`src/rtl/vx_csr_rmw_unit.sv`:
```
// CSR read-modify-write initiator: issue -> combinational CSR port -> commit, one instruction in flight.
// Optional CSR_RMW_STATS_EN adds request / suppressed-write / response-stall counters.
`ifndef NUM_THREADS
`define NUM_THREADS 4
`endif
`ifndef UUID_BITS
`define UUID_BITS 44
`endif
`ifndef NW_BITS
`define NW_BITS 2
`endif
`ifndef NR_BITS
`define NR_BITS 5
`endif
`ifndef CSR_ADDR_BITS
`define CSR_ADDR_BITS 12
`endif

module vx_csr_rmw_unit #(
    parameter int CORE_ID = 0,
    parameter int NT      = `NUM_THREADS
) (
    input  logic                      clk,
    input  logic                      reset,
    input  logic                      req_valid,
    output logic                      req_ready,
    input  logic [`UUID_BITS-1:0]     req_uuid,
    input  logic [`NW_BITS-1:0]       req_wid,
    input  logic [NT-1:0]             req_tmask,
    input  logic [`NR_BITS-1:0]       req_rd,
    input  logic                      req_wb,
    input  logic [1:0]                req_op,
    input  logic [`CSR_ADDR_BITS-1:0] req_addr,
    input  logic [31:0]               req_src,
    output logic                      read_enable,
    output logic [`UUID_BITS-1:0]     read_uuid,
    output logic [`NW_BITS-1:0]       read_wid,
    output logic [`CSR_ADDR_BITS-1:0] read_addr,
    input  logic [31:0]               read_data,
    output logic                      write_enable,
    output logic [`UUID_BITS-1:0]     write_uuid,
    output logic [`NW_BITS-1:0]       write_wid,
    output logic [`CSR_ADDR_BITS-1:0] write_addr,
    output logic [31:0]               write_data,
    output logic                      rsp_valid,
    input  logic                      rsp_ready,
    output logic [`UUID_BITS-1:0]     rsp_uuid,
    output logic [`NW_BITS-1:0]       rsp_wid,
    output logic [NT-1:0]             rsp_tmask,
    output logic [`NR_BITS-1:0]       rsp_rd,
    output logic                      rsp_wb,
    output logic [NT*32-1:0]          rsp_data,
    output logic                      busy
`ifdef CSR_RMW_STATS_EN
    ,
    output logic [31:0]               stat_reqs,
    output logic [31:0]               stat_wr_skips,
    output logic [31:0]               stat_rsp_stalls
`endif
);

    typedef enum logic [1:0] {IDLE, RD, WR, RSP} state_e;

    localparam logic [1:0] OP_RW = 2'd0;
    localparam logic [1:0] OP_RS = 2'd1;
    localparam logic [1:0] OP_RC = 2'd2;

    state_e                      state_q, state_d;
    logic [`UUID_BITS-1:0]       uuid_q, uuid_d;
    logic [`NW_BITS-1:0]         wid_q, wid_d;
    logic [NT-1:0]               tmask_q, tmask_d;
    logic [`NR_BITS-1:0]         rd_q, rd_d;
    logic                        wb_q, wb_d;
    logic [1:0]                  op_q, op_d;
    logic [`CSR_ADDR_BITS-1:0]   addr_q, addr_d;
    logic [31:0]                 src_q, src_d;
    logic [31:0]                 old_q, old_d;

    function automatic logic [31:0] csr_new_val(input logic [1:0] op, input logic [31:0] old_v,
                                                input logic [31:0] src);
        case (op)
            OP_RS:   return old_v | src;
            OP_RC:   return old_v & ~src;
            default: return src;
        endcase
    endfunction

    // Illegal op 3 never writes; RS/RC with a zero mask are pure reads.
    function automatic logic csr_write_allowed(input logic [1:0] op, input logic [31:0] src);
        case (op)
            OP_RW:        return 1'b1;
            OP_RS, OP_RC: return (src != 32'd0);
            default:      return 1'b0;
        endcase
    endfunction

    always_comb begin
        state_d      = state_q;
        uuid_d       = uuid_q;
        wid_d        = wid_q;
        tmask_d      = tmask_q;
        rd_d         = rd_q;
        wb_d         = wb_q;
        op_d         = op_q;
        addr_d       = addr_q;
        src_d        = src_q;
        old_d        = old_q;
        req_ready    = 1'b0;
        read_enable  = 1'b0;
        write_enable = 1'b0;
        rsp_valid    = 1'b0;
        case (state_q)
            IDLE: begin
                req_ready = 1'b1;
                if (req_valid) begin
                    uuid_d  = req_uuid;
                    wid_d   = req_wid;
                    tmask_d = req_tmask;
                    rd_d    = req_rd;
                    wb_d    = req_wb;
                    op_d    = req_op;
                    addr_d  = req_addr;
                    src_d   = req_src;
                    state_d = RD;
                end
            end
            RD: begin
                // Op 3 reads like RW: only when the result is actually written back.
                read_enable = ((op_q == OP_RS) || (op_q == OP_RC)) || wb_q;
                old_d       = read_enable ? read_data : 32'd0;
                state_d     = WR;
            end
            WR: begin
                write_enable = csr_write_allowed(op_q, src_q);
                state_d      = RSP;
            end
            RSP: begin
                rsp_valid = 1'b1;
                if (rsp_ready) state_d = IDLE;
            end
            default: state_d = IDLE;
        endcase
    end

    always_ff @(posedge clk) begin
        if (!reset) state_q <= IDLE;
        else        state_q <= state_d;
    end

    always_ff @(posedge clk) begin
        uuid_q  <= uuid_d;
        wid_q   <= wid_d;
        tmask_q <= tmask_d;
        rd_q    <= rd_d;
        wb_q    <= wb_d;
        op_q    <= op_d;
        addr_q  <= addr_d;
        src_q   <= src_d;
        old_q   <= old_d;
    end

    assign read_uuid  = uuid_q;
    assign read_wid   = wid_q;
    assign read_addr  = addr_q;
    assign write_uuid = uuid_q;
    assign write_wid  = wid_q;
    assign write_addr = addr_q;
    assign write_data = csr_new_val(op_q, old_q, src_q);
    assign rsp_uuid   = uuid_q;
    assign rsp_wid    = wid_q;
    assign rsp_tmask  = tmask_q;
    assign rsp_rd     = rd_q;
    assign rsp_wb     = wb_q;
    assign rsp_data   = {NT{old_q}};
    assign busy       = (state_q != IDLE);

    illegal_op_a: assert property (@(posedge clk) disable iff (!reset)
        (req_valid && req_ready) |-> (req_op != 2'd3))
        else $error("core%0d: illegal CSR op 3 accepted", CORE_ID);

`ifdef CSR_RMW_STATS_EN
    logic [31:0] reqs_q, reqs_d, skips_q, skips_d, stalls_q, stalls_d;

    always_comb begin
        reqs_d   = reqs_q;
        skips_d  = skips_q;
        stalls_d = stalls_q;
        if (req_valid && req_ready) reqs_d = reqs_q + 32'd1;
        if ((state_q == WR) && ((op_q == OP_RS) || (op_q == OP_RC)) && (src_q == 32'd0))
            skips_d = skips_q + 32'd1;
        if (rsp_valid && !rsp_ready) stalls_d = stalls_q + 32'd1;
    end

    always_ff @(posedge clk) begin
        if (!reset) begin
            reqs_q   <= 32'd0;
            skips_q  <= 32'd0;
            stalls_q <= 32'd0;
        end else begin
            reqs_q   <= reqs_d;
            skips_q  <= skips_d;
            stalls_q <= stalls_d;
        end
    end

    assign stat_reqs       = reqs_q;
    assign stat_wr_skips   = skips_q;
    assign stat_rsp_stalls = stalls_q;
`endif

endmodule
```
`config.mk`:
```
export PLATFORM = sky130hd
export DESIGN_NAME = vx_csr_rmw_unit
export DESIGN_NICKNAME = d
export VERILOG_FILES = /design/src/rtl/vx_csr_rmw_unit.sv
export SDC_FILE = /design/constraint.sdc
export NUM_CORES = 1
export LEC_CHECK = 0
export CORE_AREA = 2 2 183 185
export DETAILED_ROUTE_END_ITERATION = 16
export DIE_AREA = 0 0 185 187
export DONT_BUFFER_PORTS = 1
export PLACE_DENSITY = 0.32
export SLEW_MARGIN = 20
export SYNTH_ARGS = -nofsm -noshare
export SYNTH_HDL_FRONTEND = slang
export SYNTH_SLANG_ARGS = --single-unit
```
`constraint.sdc`:
```
create_clock -name clk -period 6.2 [get_ports clk]
set_clock_uncertainty 0.2 [all_clocks]
set_input_delay 0.93 -clock clk [delete_from_list [all_inputs] [get_ports clk]]
set_output_delay 0.93 -clock clk [all_outputs]
set_load 0.01 [all_outputs]
```
==> flow_summary.toml <==
[run_status]
status = "finished clean"

[yosys]
ys_ff_latch = 136
ys_warn_count = 0
synth_top_area_cell = "edfxtp_1"
ys_top_cells_by_area = "edfxtp_1 (60%), buf_4 (22%), a21oi_1 (3.3%)"
yosysSeqAreaShare_pct = 60.2
ys_top_cells_by_count = "buf_4 (200), edfxtp_1 (134), a21oi_1 (45)"
postSynthCellCount = 517
synth_nets = 663
mappedNetlistArea_mm2 = 0.00675
synth_ff_type = "edfxtp_1"
synth.distinct_cells = 23
avgSynthCellArea_um2 = 13.1
synth.most_common_cell = "buf_4"
synth_edf_count = 134
synth_top_area_share_pct = 59.6
async_reset_ff_share_pct = 0

[placement]
io_buffer_count = 0
dp_hpwl_mm = 14.0
gp_congestion = 0.721
place_area_mm2 = 0.00577

[global_routing]
grt_pass1_vias = 3113
grt-ovfl-total = 0
antenna_found_initial = 7
track_usage_pct = 10.6
grt_max_degree = 55
grt_first_pass_wirelength_mm = 24.7

[timing]
drv_slew = 0
final.period_utilization_pct = 59.9
rsz0062_at_grt = "no"
maxSlewHeadroom_pct = 28.8
period_needed_ns = 3.72
max_slew.worst_pin.slew_ns = 1.05
final_hold_viol_count = 0
fmax_mhz = 269
setup_violations = 0
fin_setup_tns_ns = 0

[floorplanning]
core_area_mm2 = 0.0329
die-height_um = 187
fp.dieArea_mm2 = 0.0346
start_util_pct = 20.5
rows = 67
pin_count = 475
die-width_um = 185

[cts]
cts_root_buffer = "clkbuf_16"
cts_max_path_buffers = 2
cts_inserted_buffers = 17
h-tree-depth = 4
cts_resized = 0
cts_setup_buffers = 0
clk_latency_ns = 0.44
cts_tree = "done"
clock_sinks = 136
hold_buffers = 0
clk_pin_slew_ns = 0.06

[drt]
wl_per_cell_um = 23.4
drcViolationCount = 0
ant_nets = 0
dr.pass1.iters = 4
drt_wl_total_mm = 18.5
vias = 2885
drtIter0Drc = 115
viasPerCell = 3.65

[setup_path]
max_stage_delay_ns = 0.87
r2r_slack_ns = 3.97
critPathMaxFanout = 35
cp.arrival_ns = 2.59
cp-start-kind = "flop"
path_class = "flop to output pin"
crit_path_end_kind = "output pin"
cp.required_ns = 5.07
critical_path.cell_chain = "inv_1, ha_2, buf_4, nor2_1, nor4b_1"
critPathSlowestCell = "nor4b_1"

[pwr]
power.density_mw_per_mm2 = 576
ir_worst_vdd_v = 0.000350
p_switching_w = 0.00150
internal-power_w = 0.00218
pwr-share-seq_pct = 53.6
p_clk_share_pct = 28.5
power_w = 0.00368
leakagePower_nw = 1.99
swShare_pct = 40.8
power_frac_comb_pct = 17.9

[layout]
finalNetCount = 475
drive_gt1_share_pct = 17.9
area_growth_pct = -5.25
final_cell_area_mm2 = 0.00639
fin_util_pct = 19.5

[hold_path]
hold_path_class = "flop to flop"

[flow_run]
maxCapViolCount = 0
## worst max-delay path: cells and delay by family, from the launching register on
| family | cells | cell delay, ns |
|---|---|---|
| DFF | 1 | 0.39 |
| buffers and inverters | 2 | 0.48 |
| and+or+nand+nor | 2 | 0.97 |
| adders and majority gates | 1 | 0.31 |
## power groups by stage
stage / Sequential [W] / Clock, W / Combinational, W
final: 0.00197 / 0.00105 / 0.000660
after global routing: 0.00204 / 0.00113 / 0.000740
after CTS: 0.00200 / 0.00110 / 0.000680
after detailed placement: 0.00201 / 0 / 0.000681
after global placement: 0.00201 / 0 / 0.000670
after floorplan: 0.00167 / 0 / 0.00122
## final timing paths
path | start | to | cells past startpoint
worst max-delay path | op_q[0] | write_enable | 5
worst min-delay path | state_q[0] | state_q[0] | 2
worst max register to register | op_q[0] | old_q[3] | 6
worst min register to register | state_q[0] | state_q[0] | 2
## sequential cells by signal, summed over array words and instances (netlist names)
name / flops
op_q: 2
read_wid: 2
state_q: 2
src_q: 32
rsp_wb: 1
rsp_tmask: 4
old_q: 32
read_addr: 12
read_uuid: 44
rsp_rd: 5
## metrics by stage
step                instances  hold WS [ns]  worst slack (ns)
global route              789         0.342              2.36
finish                    791         0.328              2.48
detailed placement        757         0.322              2.58
floorplan                 517         0.300             0.168
CTS                       788         0.331              2.08
global placement          757         0.312              2.70
## layer usage
layer	vias up	share of wire [%]	GRT usage, %
met3	29	15	7.83
met1	1352	32	9.46
met5	-	0.24	0
li1	1202	-	-
met2	296	49	17.8
met4	6	2.8	5.19
## final cells by class
class	count	area (µm²)
tap	448	561
sequential	136	4060
clock buffer	18	429
inverter	6	22.5
timing repair buffer	7	65.1
fill	3581	26500
multi-input combinational	161	1080
clock inverter	13	170
antenna	2	5.00
## logic make-up (layout without fill, tap and decap cells)
family                   after synthesis  in the layout  share of synthesized area (%)
flip-flops                           136            136                           60.2
buffers and inverters                220             44                           24.1
other                                  0              2                              0
adder cells (fa/ha/maj)                8              8                           1.48
AO/OA/AOI/OAI                         66             66                           6.04
multiplexers                           1              1                          0.148
AND/OR/NAND/NOR                       86             86                           8.05
## layout by cell type, fill, tap and decap left out, drive strengths merged
| cell | count |
|---|---|
| nor2b | 36 |
| nor4b | 1 |
| or3 | 1 |
| diode | 2 |
| nor2 | 6 |
| bufinv | 3 |
| nor4 | 7 |
| mux2i | 1 |
| edfxtp | 134 |
| clkinvlp | 2 |
| clkbuf | 18 |
| buf | 7 |
| clkinv | 5 |
| nor3 | 1 |
| inv | 9 |
| nand4 | 2 |
| nand2b | 25 |
| ha | 8 |
| dfxtp | 2 |
| a21oi | 65 |
| o31ai | 1 |
| or2b | 7 |
No activity file was read; power rests on OpenSTA's default activity.
